--- src/rtl/pipe_ctrl_pkg.sv ---
// rtl/pipe_ctrl_pkg.sv - shared types and helpers for the pipeline hazard controller
package pipe_ctrl_pkg;

    typedef enum logic [2:0] {
        PPP_ALL   = 3'b000,
        PPP_UPPER = 3'b001,
        PPP_LOWER = 3'b010,
        PPP_EVEN  = 3'b011,
        PPP_ODD   = 3'b100
    } ppp_e;

    // Stage entries carry rd at a fixed maximum width; narrower addresses are zero-extended.
    localparam int RA_W_MAX = 16;

    typedef struct packed {
        logic                valid;
        logic                wr_en;
        logic [RA_W_MAX-1:0] rd;
        logic                full;
        logic                late;
    } stage_entry_t;

    function automatic int sel_width(input int num_stages);
        return (num_stages < 1) ? 1 : $clog2(num_stages + 1);
    endfunction

endpackage

--- src/rtl/hazard_match.sv ---
// rtl/hazard_match.sv - resolves one ID source against the in-flight stage entries
module hazard_match
    import pipe_ctrl_pkg::*;
#(
    parameter int NUM_STAGES = 2,
    parameter int SEL_W      = 2
) (
    input  logic [RA_W_MAX-1:0]            src,
    input  logic                           used,
    input  stage_entry_t [NUM_STAGES-1:0]  stages,
    output logic [SEL_W-1:0]               sel,
    output logic                           stall
);

    logic             hit;
    logic [SEL_W-1:0] hit_pos;
    logic             hit_full;
    logic             hit_late;

    always_comb begin
        hit      = 1'b0;
        hit_pos  = '0;
        hit_full = 1'b0;
        hit_late = 1'b0;
        // Scan oldest to youngest so the youngest matching producer is the one left standing.
        for (int k = NUM_STAGES - 1; k >= 0; k--) begin
            if (stages[k].valid && stages[k].wr_en && (stages[k].rd == src)) begin
                hit      = 1'b1;
                hit_pos  = SEL_W'(k + 1);
                hit_full = stages[k].full;
                hit_late = stages[k].late;
            end
        end

        sel   = '0;
        stall = 1'b0;
        if (used && hit) begin
            if (hit_full && !(hit_late && (hit_pos == SEL_W'(1)))) begin
                sel = hit_pos;
            end else begin
                stall = 1'b1;
            end
        end
    end

endmodule

--- src/rtl/pipe_hazard_ctrl.sv ---
// rtl/pipe_hazard_ctrl.sv - N-stage forwarding, stall, bubble, flush and freeze controller
module pipe_hazard_ctrl
    import pipe_ctrl_pkg::*;
#(
    parameter int REG_ADDRESS_LENGTH = 5,
    parameter int NUM_STAGES         = 2,
    parameter int SEL_W              = sel_width(NUM_STAGES),
    parameter int CNT_W              = 32
) (
    input  logic                          clk,
    input  logic                          rst,
    input  logic                          id_valid,
    input  logic [REG_ADDRESS_LENGTH-1:0] id_ra,
    input  logic [REG_ADDRESS_LENGTH-1:0] id_rb,
    input  logic                          id_ra_used,
    input  logic                          id_rb_used,
    input  logic                          id_wr_en,
    input  logic [REG_ADDRESS_LENGTH-1:0] id_rd,
    input  logic [2:0]                    id_ppp,
    input  logic                          id_late,
    input  logic                          br_taken,
    input  logic                          mem_wait,
    output logic [SEL_W-1:0]              fwd_sel_a,
    output logic [SEL_W-1:0]              fwd_sel_b,
    output logic                          pc_stall,
    output logic                          ifid_stall,
    output logic                          ifid_flush,
    output logic                          idex_bubble,
    output logic [CNT_W-1:0]              hazard_stall_cnt
);

    stage_entry_t [NUM_STAGES-1:0] stages;
    stage_entry_t                  id_entry;
    logic [CNT_W-1:0]              cnt;
    logic                          stall_a;
    logic                          stall_b;
    logic                          hazard_stall;

    always_comb begin
        id_entry       = '0;
        id_entry.valid = 1'b1;
        id_entry.wr_en = id_wr_en;
        id_entry.rd    = RA_W_MAX'(id_rd);
        id_entry.full  = (id_ppp == PPP_ALL);
        id_entry.late  = id_late;
    end

    hazard_match #(
        .NUM_STAGES (NUM_STAGES),
        .SEL_W      (SEL_W)
    ) u_match_a (
        .src    (RA_W_MAX'(id_ra)),
        .used   (id_valid & id_ra_used),
        .stages (stages),
        .sel    (fwd_sel_a),
        .stall  (stall_a)
    );

    hazard_match #(
        .NUM_STAGES (NUM_STAGES),
        .SEL_W      (SEL_W)
    ) u_match_b (
        .src    (RA_W_MAX'(id_rb)),
        .used   (id_valid & id_rb_used),
        .stages (stages),
        .sel    (fwd_sel_b),
        .stall  (stall_b)
    );

    assign hazard_stall     = stall_a | stall_b;
    assign pc_stall         = hazard_stall | mem_wait;
    assign ifid_stall       = hazard_stall | mem_wait;
    assign idex_bubble      = hazard_stall & ~mem_wait;
    // A branch decided on operands that are still stalled is not trusted; it is re-evaluated later.
    assign ifid_flush       = br_taken & ~hazard_stall & ~mem_wait;
    assign hazard_stall_cnt = cnt;

    always_ff @(posedge clk) begin
        if (!rst) begin
            stages <= '0;
            cnt    <= '0;
        end else if (!mem_wait) begin
            for (int k = NUM_STAGES - 1; k > 0; k--) begin
                stages[k] <= stages[k-1];
            end
            stages[0] <= (id_valid && !hazard_stall) ? id_entry : '0;
            if (hazard_stall && (cnt != {CNT_W{1'b1}})) begin
                cnt <= cnt + CNT_W'(1);
            end
        end
    end

endmodule

--- config.mk ---
export PLATFORM = sky130hd
export DESIGN_NAME = pipe_hazard_ctrl
export DESIGN_NICKNAME = d
export VERILOG_FILES = /design/src/rtl/pipe_ctrl_pkg.sv /design/src/rtl/hazard_match.sv /design/src/rtl/pipe_hazard_ctrl.sv
export SDC_FILE = /design/constraint.sdc
export NUM_CORES = 1
export LEC_CHECK = 0
export BUFFER_PORTS_ARGS = -buffer_cell sky130_fd_sc_hd__buf_2
export CAP_MARGIN = 20
export CORE_AREA = 2 2 78 73
export DETAILED_ROUTE_END_ITERATION = 7
export DIE_AREA = 0 0 80 75
export PLACE_DENSITY = 0.8
export SKIP_CTS_REPAIR_TIMING = 1
export SLEW_MARGIN = 15
export SYNTH_ARGS = -nofsm -noshare
export SYNTH_HDL_FRONTEND = slang
export SYNTH_SLANG_ARGS = --single-unit
--- constraint.sdc ---
create_clock -name clk -period 5.8 [get_ports clk]
set_input_delay 0.58 -clock clk [delete_from_list [all_inputs] [get_ports clk]]
set_output_delay 0.58 -clock clk [all_outputs]
set_load 0.02 [all_outputs]
==> results of run 1 <==
per-layer routing:
metal  vias up  track usage, %
met3        17            5.76
li1       1267               -
met5         -               0
met1      1210            29.0
met4         0            7.53
met2        73            34.9
worst min path at each step:
stage | startpoint | end | slack, ns | cells after the start
after floorplan | stages[0]$_SDFFE_PN0N_ | stages[0]$_SDFFE_PN0N_ | 0.46 | 2
after global placement | stages[0]$_SDFFE_PN0N_ | stages[0]$_SDFFE_PN0N_ | 0.48 | 2
after detailed placement | hazard_stall_cnt[31]$_SDFFE_PN0P_ | hazard_stall_cnt[31]$_SDFFE_PN0P_ | 0.49 | 2
after CTS | hazard_stall_cnt[31]$_SDFFE_PN0P_ | hazard_stall_cnt[31]$_SDFFE_PN0P_ | 0.51 | 2
after global routing | hazard_stall_cnt[30]$_SDFFE_PN0P_ | hazard_stall_cnt[30]$_SDFFE_PN0P_ | 0.55 | 2
final | hazard_stall_cnt[31]$_SDFFE_PN0P_ | hazard_stall_cnt[31]$_SDFFE_PN0P_ | 0.50 | 2
worst max-delay path, delay by kind of cell, from the launching register on:
family	cells	cell delay, ns
buffers and inverters	2	0.35
AOI/OAI and AO/OA	2	0.24
xor gates and xnor gates	1	0.19
DFF	1	0.37
and+or+nand+nor	3	1.25
sequential cells by signal (all words and copies together), names as in the netlist:
register          count
hazard_stall_cnt     32
stages               17
Yosys cell counts (all sizes together), types with 8 or more instances:
| cell | number | share of area (%) |
|---|---|---|
| nand3 | 12 | 2.3 |
| a32oi | 9 | 3.0 |
| clkbuf | 10 | 1.5 |
| nand2 | 20 | 2.9 |
| nor2 | 32 | 4.6 |
| nand4 | 13 | 3.1 |
| dfxtp | 49 | 37 |
| inv | 8 | 1.1 |
| a21oi | 24 | 5.0 |
| mux2i | 12 | 4.6 |
| or3 | 20 | 4.8 |
| xor2 | 14 | 4.7 |
| o21ai | 20 | 3.8 |
| xnor2 | 8 | 2.7 |
metrics by stage:
| step | std cells | power [mW] |
|---|---|---|
| 4_1_cts | 443 | 0.607 |
| 3_5_place_dp | 435 | 0.399 |
| 2_1_floorplan | 315 | 0.380 |
| 6_report | 443 | 0.603 |
| 3_3_place_gp | 435 | 0.398 |
| 5_1_grt | 443 | 0.627 |
final cells by class:
cell class | instances | share of cell area [%]
clock buffer | 6 | 2.68
clock inverter | 2 | 0.447
inverter | 9 | 1.10
multi-input combinational | 242 | 50.0
sequential | 49 | 31.8
tap | 67 | 2.72
timing repair buffer | 68 | 11.2
cell families (layout without fill, tap and decap cells):
family	after synthesis	count (layout)	share of synthesized area [%]
AND/OR/NAND/NOR	141	141	30.0
XOR/XNOR	22	22	7.35
adder cells (fa/ha/maj)	1	1	0.477
AO/OA/AOI/OAI	66	66	16.0
buffers and inverters	24	85	4.15
flip-flops	49	49	37.4
multiplexers	12	12	4.58
power breakdown:
group / total (mW) / internal [mW] / leakage (nW) / switching, mW
registers: 0.344 / 0.340 / 0.396 / 0.00422
logic: 0.0478 / 0.0196 / 0.777 / 0.0283
clock network: 0.211 / 0.0968 / 0.0512 / 0.114
total: 0.603 / 0.456 / 1.22 / 0.147
==> flow_metrics.tcl, run 1 <==
set metrics [dict create \
    antenna_found_initial 0 \
    ant_nets 0 \
    synth_fp_nets 343 \
    grt_pass1_vias 2334 \
    drc 0 \
    antenna_cells 0 \
    io_buffers 66 \
    fillers 505 \
    die_x_um 80 \
    multi_input_area_um2 1540 \
    vias_per_cell 5.79 \
    fin_area_um2 3080 \
    syn_area_um2 2620 \
    wl_met3_um 307 \
    syn_avg_cell_area_um2 8.32 \
    wl_met2_um 2900 \
    cp_common_cell "or4_4" \
    hold_class "reg -> reg" \
    grt.overflow.total 0 \
    yosys_register_bits 49 \
    layout_setup_ws_ns 2.50 \
    synth-edff-count 0 \
    cts_tree "yes" \
    drtIter0Drc 97 \
    worstReg2RegEnd "hazard_stall_cnt[24]$_SDFFE_PN0P_" \
    skew_ns 0.00518 \
    start_kind "flop" \
    dp.final_hpwl_um 4600 \
    synthArstFlopShare_pct 0 \
    area_growth_pct 17.5 \
    crit_type "reg -> out" \
    final_common_cell "buf_2" \
    crit_required_ns 5.22 \
    cpPeakStageDelay_ns 0.55 \
    io_pins 67 \
    maxUsedRoutingLayer "met4" \
    final_cell_mix "66 x buf_2, 49 x dfxtp_1, 32 x nor2_1" \
    netlist_instances 315 \
    maxCapViolCount 0 \
    drv_slew 0 \
    slowest_stage "or4_4" \
    hold_viol_final 0 \
    core-area_um2 5130 \
    die_y_um 75 \
    grt_start_max_net_pins 28 \
    synth_seq_area_share_pct 37.4 \
    rrSetupSlack_ns 2.86 \
    place_ws_ns 2.53 \
    cts-root-buf "clkbuf_8" \
    via_count 2567 \
    r2r_start "hazard_stall_cnt[15]$_SDFFE_PN0P_" \
    yosys_warnings 0 \
    final_nets 403 \
    die_area_um2 6000 \
    seq_area_um2 981 \
    status "complete, no violations" \
    grt_usage_pct 21.8 \
    worstPathMaxFanout 11 \
    cts_buffers 5 \
    ys.flop_type "dfxtp_1" \
    cp-end-kind "primary output" \
    critPathLaunch "stages[6]$_SDFFE_PN0N_" \
    rsz0062_at_grt "false" \
    fmax_ghz 0.303 \
    wire_per_inst_um 14.0 \
    arrival_ns 2.72 \
    cts.reportedPaths.clkPinSlew_ns 0.09 \
    holdWs_ns 0.505 \
    finalSetupViolations 0 \
    layout_min_cycle_time_ns 3.30 \
    p_leak_nw 1.22 \
    critPathCapture "ifid_flush" \
    ys_types 45 \
    worst_pin_slew_ns 0.825 \
    drive_gt1_share_pct 23.1 \
    row_count 25 \
    initial_utilization_pct 51.1 \
    max-slew-margin-rel_pct 45.0 \
    globalplace.congestion 0.915 \
    clk_latency_ns 0.30 \
    r2r_cells 7 \
    final_util_pct 60.0 \
    firstDrtPassIters 4 \
    cts.path.max_buffers 2 \
    ctsHtreeMaxLevel 2 \
    wl_met1_um 2860 \
    placed_area_um2 2980 \
    worstPathCellList "xor2_1 > or4_4 > or4_4 > a21oi_2 > a211oi_1 > buf_4 > and2_1 > buf_2" \
    cts.sinks 49 \
    power.density_nw_per_um2 196 \
    vdd_drop_max_uv 150 \
    finalCritPeriodShare_pct 57.0 \
    wl_um 6200 \
    grt_first_pass_wirelength_um 10400 \
    tns_ns 0 \
]
Note: power is estimated with default switching activity, not from simulation.
==> inputs of run 2 (changes only) <==
--- a/config.mk
+++ b/config.mk
@@ -5,12 +5,13 @@
 export SDC_FILE = /design/constraint.sdc
 export NUM_CORES = 1
 export LEC_CHECK = 0
+export ABC_AREA = 1
 export BUFFER_PORTS_ARGS = -buffer_cell sky130_fd_sc_hd__buf_2
 export CAP_MARGIN = 20
-export CORE_AREA = 2 2 78 73
+export CORE_AREA = 2 2 87 81
 export DETAILED_ROUTE_END_ITERATION = 7
-export DIE_AREA = 0 0 80 75
-export PLACE_DENSITY = 0.8
+export DIE_AREA = 0 0 89 83
+export PLACE_DENSITY = 0.78
 export SKIP_CTS_REPAIR_TIMING = 1
 export SLEW_MARGIN = 15
 export SYNTH_ARGS = -nofsm -noshare
==> constraint.sdc (replaced) <==
create_clock -name clk -period 3.46 [get_ports clk]
set_input_delay 0.346 -clock clk [delete_from_list [all_inputs] [get_ports clk]]
set_output_delay 0.346 -clock clk [all_outputs]
set_load 0.02 [all_outputs]
==> run 2 against run 1 <==
  * Hold slack worse by 0.23 ns
  * Clock power grew 59%
  * Wire length increased by 25%
  * Power increased by 70%
  * Synthesized cell count increased by 69%
  * Clock-buffer cell count unchanged
  * Final cell count is 54% higher
  * Utilization is 2.2 points lower
  * Die area is 23% higher
  * Non-clock buffer count down 1
  * Critical endpoint unchanged
  * Largest cell class unchanged
  * Largest power group unchanged
==> flow_metrics.tcl, run 2 <==
set metrics [dict create \
    crit_required_ns 3.11 \
    syn_area_um2 3300 \
    io_pins 67 \
    rsz0062_at_grt "false" \
    path_buf_inv 2 \
    syn_avg_cell_area_um2 6.19 \
    final_common_cell "nand2_1" \
    yosys_warnings 0 \
    p_leak_nw 1.74 \
    start_kind "flop" \
    grt.overflow.total 0 \
    drtIter0Drc 242 \
    die_area_um2 7390 \
    initial_utilization_pct 51.2 \
    placed_area_um2 3650 \
    clk_latency_ns 0.31 \
    fin_area_um2 3730 \
    ys_top_cells_by_area "dfxtp_1 30%, nand2_1 15%, inv_1 11%" \
    vdd_drop_max_uv 144 \
    cp-end-kind "primary output" \
    largest_reg_flops 32 \
    cts.path.max_buffers 2 \
    worstPathCellList "o22ai_1 > nor2_1 > nand2_2 > nand2_2 > nand3_2 > nand2_4 > nand2_8 > inv_2 > nand2_1 > nor2_1 > buf_2" \
    synth_fp_nets 561 \
    worstHoldPathCells 3 \
    cpPeakStageDelay_ns 0.48 \
    synthArstFlopShare_pct 0 \
    grt_start_max_net_pins 38 \
    row_count 28 \
    fmax_ghz 0.390 \
    dp.final_hpwl_um 5880 \
    power.density_nw_per_um2 274 \
    hold_class "in -> reg" \
    ant_nets 0 \
    max-slew-margin-rel_pct 56.0 \
    ys_types 35 \
    final_cell_mix "134 x nand2_1, 97 x inv_1, 70 x nor2_1" \
    synth-edff-count 0 \
    grt_pass1_vias 3291 \
    drv_slew 0 \
    area_growth_pct 13.0 \
    drc 0 \
    cts.reportedPaths.clkPinSlew_ns 0.09 \
    cts-root-buf "clkbuf_8" \
    die_y_um 83 \
    r2r_cells 14 \
    globalplace.congestion 0.877 \
    cts.sinks 49 \
    cts_tree "yes" \
    yosys_register_bits 49 \
    worstPathMaxFanout 37 \
    antenna_cells 0 \
    netlist_instances 533 \
    skew_ns 0.00731 \
    die_x_um 89 \
    fillers 680 \
    drive_gt1_share_pct 20.7 \
    finalSetupViolations 0 \
    via_count 3399 \
    slowest_stage "dfxtp_1" \
    worst_pin_slew_ns 0.656 \
    hold_end "stages[6]$_SDFFE_PN0N_" \
    wl_um 7770 \
    arrival_ns 2.22 \
    core-area_um2 6450 \
    final_nets 620 \
    grt_usage_pct 22.7 \
    crit_type "reg -> out" \
    layout_min_cycle_time_ns 2.56 \
    firstDrtPassIters 4 \
    finalCritPeriodShare_pct 74.1 \
    worstReg2RegEnd "hazard_stall_cnt[18]$_SDFFE_PN0P_" \
    ctsHtreeMaxLevel 2 \
    status "complete, no violations" \
    grt_first_pass_wirelength_um 13900 \
    hp-start "id_rd[4]" \
    io_buffers 66 \
    synth_area_leader_cell "dfxtp_1" \
    critPathTopFamily "simple AND/OR/NAND/NOR gates" \
    yosysMostFrequentCell "nand2_1" \
    tns_ns 0 \
    hold_viol_final 0 \
    synth_common_cells "134 x nand2_1, 97 x inv_1, 70 x nor2_1" \
    ys.flop_type "dfxtp_1" \
    cts_buffers 5 \
    vias_per_cell 4.98 \
    wire_per_inst_um 11.4 \
    synth_top_area_share_pct 29.7 \
    rrSetupSlack_ns 1.38 \
    antenna_found_initial 0 \
    r2r_start "hazard_stall_cnt[0]$_SDFFE_PN0P_" \
    maxCapViolCount 0 \
    synth_seq_area_share_pct 29.7 \
]
[run 2: cell type report]
type,count,area (µm²),share of cell area (%)
Clock buffer,6,72.6,1.95
Inverter,108,405,10.9
Multi-Input combinational cell,361,1810,48.6
Sequential cell,49,981,26.3
Timing Repair Buffer,67,338,9.05
Clock inverter,2,10.0,0.268
Tap cell,90,113,3.02
[run 2: metrics by stage]
stage               utilization [%]  setup slack, ns  instances  hold WS [ns]  power [mW]
finish                         57.9            0.897        683         0.274        1.02
global route                   57.9            0.654        683         0.292        1.07
CTS                            57.9            0.893        683         0.265        1.04
detailed placement             56.6             1.20        675         0.467       0.699
global placement               56.6             1.28        675         0.458       0.695
floorplan                         -             1.28        533         0.446       0.664
[run 2: metal layers]
layer  vias to the layer above  part of all wire, %  track usage, %
met2                        78                   46            38.1
met5                         -                    0               0
li1                       1763                    -               -
met1                      1552                   47            28.9
met4                         0                 0.88            6.24
met3                         6                  6.0            5.17
[run 2: worst max-delay path by stage]
stage                     depth (start not counted)          to  slack (ns)                   start
after floorplan                                  13  ifid_flush        1.28  stages[5]$_SDFFE_PN0N_
after global placement                           16  ifid_flush        1.28                id_rb[4]
after detailed placement                         13  ifid_flush        1.20                id_ra[1]
after CTS                                        11  ifid_flush        0.89  stages[3]$_SDFFE_PN0N_
after global routing                             11  ifid_flush        0.65  stages[3]$_SDFFE_PN0N_
final                                            11  ifid_flush        0.90  stages[3]$_SDFFE_PN0N_
[run 2: power breakdown]
part / internal [mW] / switching (mW)
Clock: 0.141 / 0.196
Combinational: 0.0371 / 0.0673
Sequential: 0.573 / 0.00937
Total: 0.750 / 0.272
[run 2: worst register-to-register path: stages (launching register included)]
cell,delay (ns)
dfxtp_1,0.40
ha_1,0.21
nand2_1,0.09
nor2_1,0.14
nand3_1,0.12
nor2_1,0.18
nand3_2,0.20
nand2_1,0.17
nor2_1,0.08
nand2_1,0.08
nor2_1,0.06
nand3_1,0.07
nand2_1,0.07
nand2_1,0.06
nor2_1,0.04
[run 2: kinds of logic after synthesis]
| group | after synthesis | share of synthesized area [%] |
|---|---|---|
| adder cells (fa/ha/maj) | 1 | 0.379 |
| buffers and inverters | 123 | 15.4 |
| AND/OR/NAND/NOR | 302 | 44.4 |
| AO/OA/AOI/OAI | 52 | 8.45 |
| XOR/XNOR | 6 | 1.59 |
| flip-flops | 49 | 29.7 |
==> inputs of run 3 (changes only) <==
==> constraint.sdc (replaced) <==
create_clock -name clk -period 2.43 [get_ports clk]
set_input_delay 0.243 -clock clk [delete_from_list [all_inputs] [get_ports clk]]
set_output_delay 0.243 -clock clk [all_outputs]
set_load 0.02 [all_outputs]
==> run 3 against run 2 <==
  * Register-to-register slack lost 1.0 ns
  * Via count grew 1.1%
  * Critical path depth shrank 1
  * Critical endpoint is now fwd_sel_a[0]
  * First-iteration DRC count shrank 11%
  * Hold slack lost 0.088 ns
  * Highest routed layer unchanged
==> flow_metrics.tcl, run 3 (synthesized netlist as in run 2, its figures left out) <==
set metrics [dict create \
    status "complete, no violations" \
    drc 0 \
    antenna_cells 0 \
    final_nets 627 \
    hold_class "in -> reg" \
    core-area_um2 6450 \
    die_y_um 83 \
    io_pins 67 \
    slowest_stage "dfxtp_1" \
    wire_per_inst_um 11.7 \
    finalSetupViolations 0 \
    arrival_ns 2.04 \
    grt_pass1_vias 3177 \
    drive_gt1_share_pct 22.6 \
    worstPathMaxFanout 4 \
    io_buffers 66 \
    cp-end-kind "primary output" \
    hold_viol_final 0 \
    cts.path.max_buffers 2 \
    p_total_mw 1.43 \
    critPathLaunch "stages[22]$_SDFFE_PN0N_" \
    power.density_nw_per_um2 377 \
    start_kind "flop" \
    die_x_um 89 \
    firstDrtPassIters 6 \
    grt.overflow.total 0 \
    maxCapViolCount 0 \
    cts_tree "yes" \
    r2r_start "stages[4]$_SDFFE_PN0N_" \
    p_leak_nw 1.78 \
    fin_area_um2 3790 \
    cpPeakStageDelay_ns 0.39 \
    worstPathCellList "inv_1 > nand2_1 > nand3_1 > nor2_1 > nand2_1 > a21oi_4 > nand4_1 > or2_2 > inv_1 > buf_2" \
    final_common_cell "nand2_1" \
    vdd_drop_max_uv 196 \
    worst_pin_slew_ns 0.457 \
    skew_ns 0.00964 \
    path_buf_inv 3 \
    grt_first_pass_wirelength_um 13200 \
    die_area_um2 7390 \
    placed_area_um2 3660 \
    area_growth_pct 14.8 \
    grt_usage_pct 21.5 \
    cts.reportedPaths.clkPinSlew_ns 0.08 \
    crit_type "reg -> out" \
    ctsHtreeMaxLevel 2 \
    fmax_ghz 0.438 \
    drtIter0Drc 216 \
    wl_um 8020 \
    tns_ns 0 \
    hp-start "id_rd[1]" \
    dp.final_hpwl_um 6080 \
    via_count 3436 \
    antenna_found_initial 0 \
    layout_min_cycle_time_ns 2.28 \
    finalCritPeriodShare_pct 93.9 \
    cts-root-buf "clkbuf_8" \
    clk_latency_ns 0.30 \
    largest_reg_flops 32 \
    row_count 28 \
    max-slew-margin-rel_pct 69.5 \
    cts_buffers 5 \
    critPathTopFamily "simple AND/OR/NAND/NOR gates" \
    ant_nets 0 \
    crit_required_ns 2.19 \
    initial_utilization_pct 51.2 \
    cts.sinks 49 \
    vias_per_cell 4.99 \
    rrSetupSlack_ns 0.36 \
    drv_slew 0 \
    globalplace.congestion 0.914 \
    grt_start_max_net_pins 38 \
    final_cell_mix "134 x nand2_1, 97 x inv_1, 69 x nor2_1" \
]
[run 3: changes by cell type in the layout (fill, tap and decap cells not counted), sizes merged]
cell	before	now
buf	67	73
clkbuf	6	5
clkinv	3	2
nand2	141	142
[run 3: final timing paths]
path	cells past startpoint	endpoint
worst max-delay path	10	fwd_sel_a[0]
worst min-delay path	3	stages[3]$_SDFFE_PN0N_
worst max register to register	12	hazard_stall_cnt[5]$_SDFFE_PN0P_
worst min register to register	2	stages[18]$_SDFFE_PN0N_
[run 3: final cells by class]
type | instances | area [µm²]
clock buffers | 5 | 68.8
clock inverters | 1 | 5.00
well taps | 90 | 113
repair buffers | 73 | 385
multi-input cells | 362 | 1830
flip-flops and latches | 49 | 987
fillers | 652 | 2660
inverters | 108 | 405
[run 3: tightest hold or removal path: stages]
cell	delay [ns]
buf_2	0.09
nand2_1	0.05
a21oi_1	0.05
[run 3: report_power, final]
group / internal [mW] / total [mW] / switching (mW)
logic: 0.0544 / 0.154 / 0.0994
registers: 0.816 / 0.830 / 0.0137
clock network: 0.190 / 0.444 / 0.253
total: 1.06 / 1.43 / 0.367
[run 3: stage by stage]
stage               worst slack [ns]  hold slack [ns]  util [%]  std cells
floorplan                      0.349            0.386         -        533
finish                         0.147            0.186      58.8        688
global placement               0.437            0.458      56.7        676
CTS                           0.0178            0.186      57.9        682
detailed placement             0.352            0.467      56.7        676
global route                 -0.0221            0.179      58.8        688
[run 3: metal layers]
layer | vias up | track usage (%) | share of wire (%)
met2 | 103 | 36.2 | 47
met1 | 1553 | 27.4 | 45
met3 | 9 | 4.37 | 6.8
li1 | 1771 | - | -
met5 | - | 0 | 0
met4 | 0 | 5.97 | 0.92
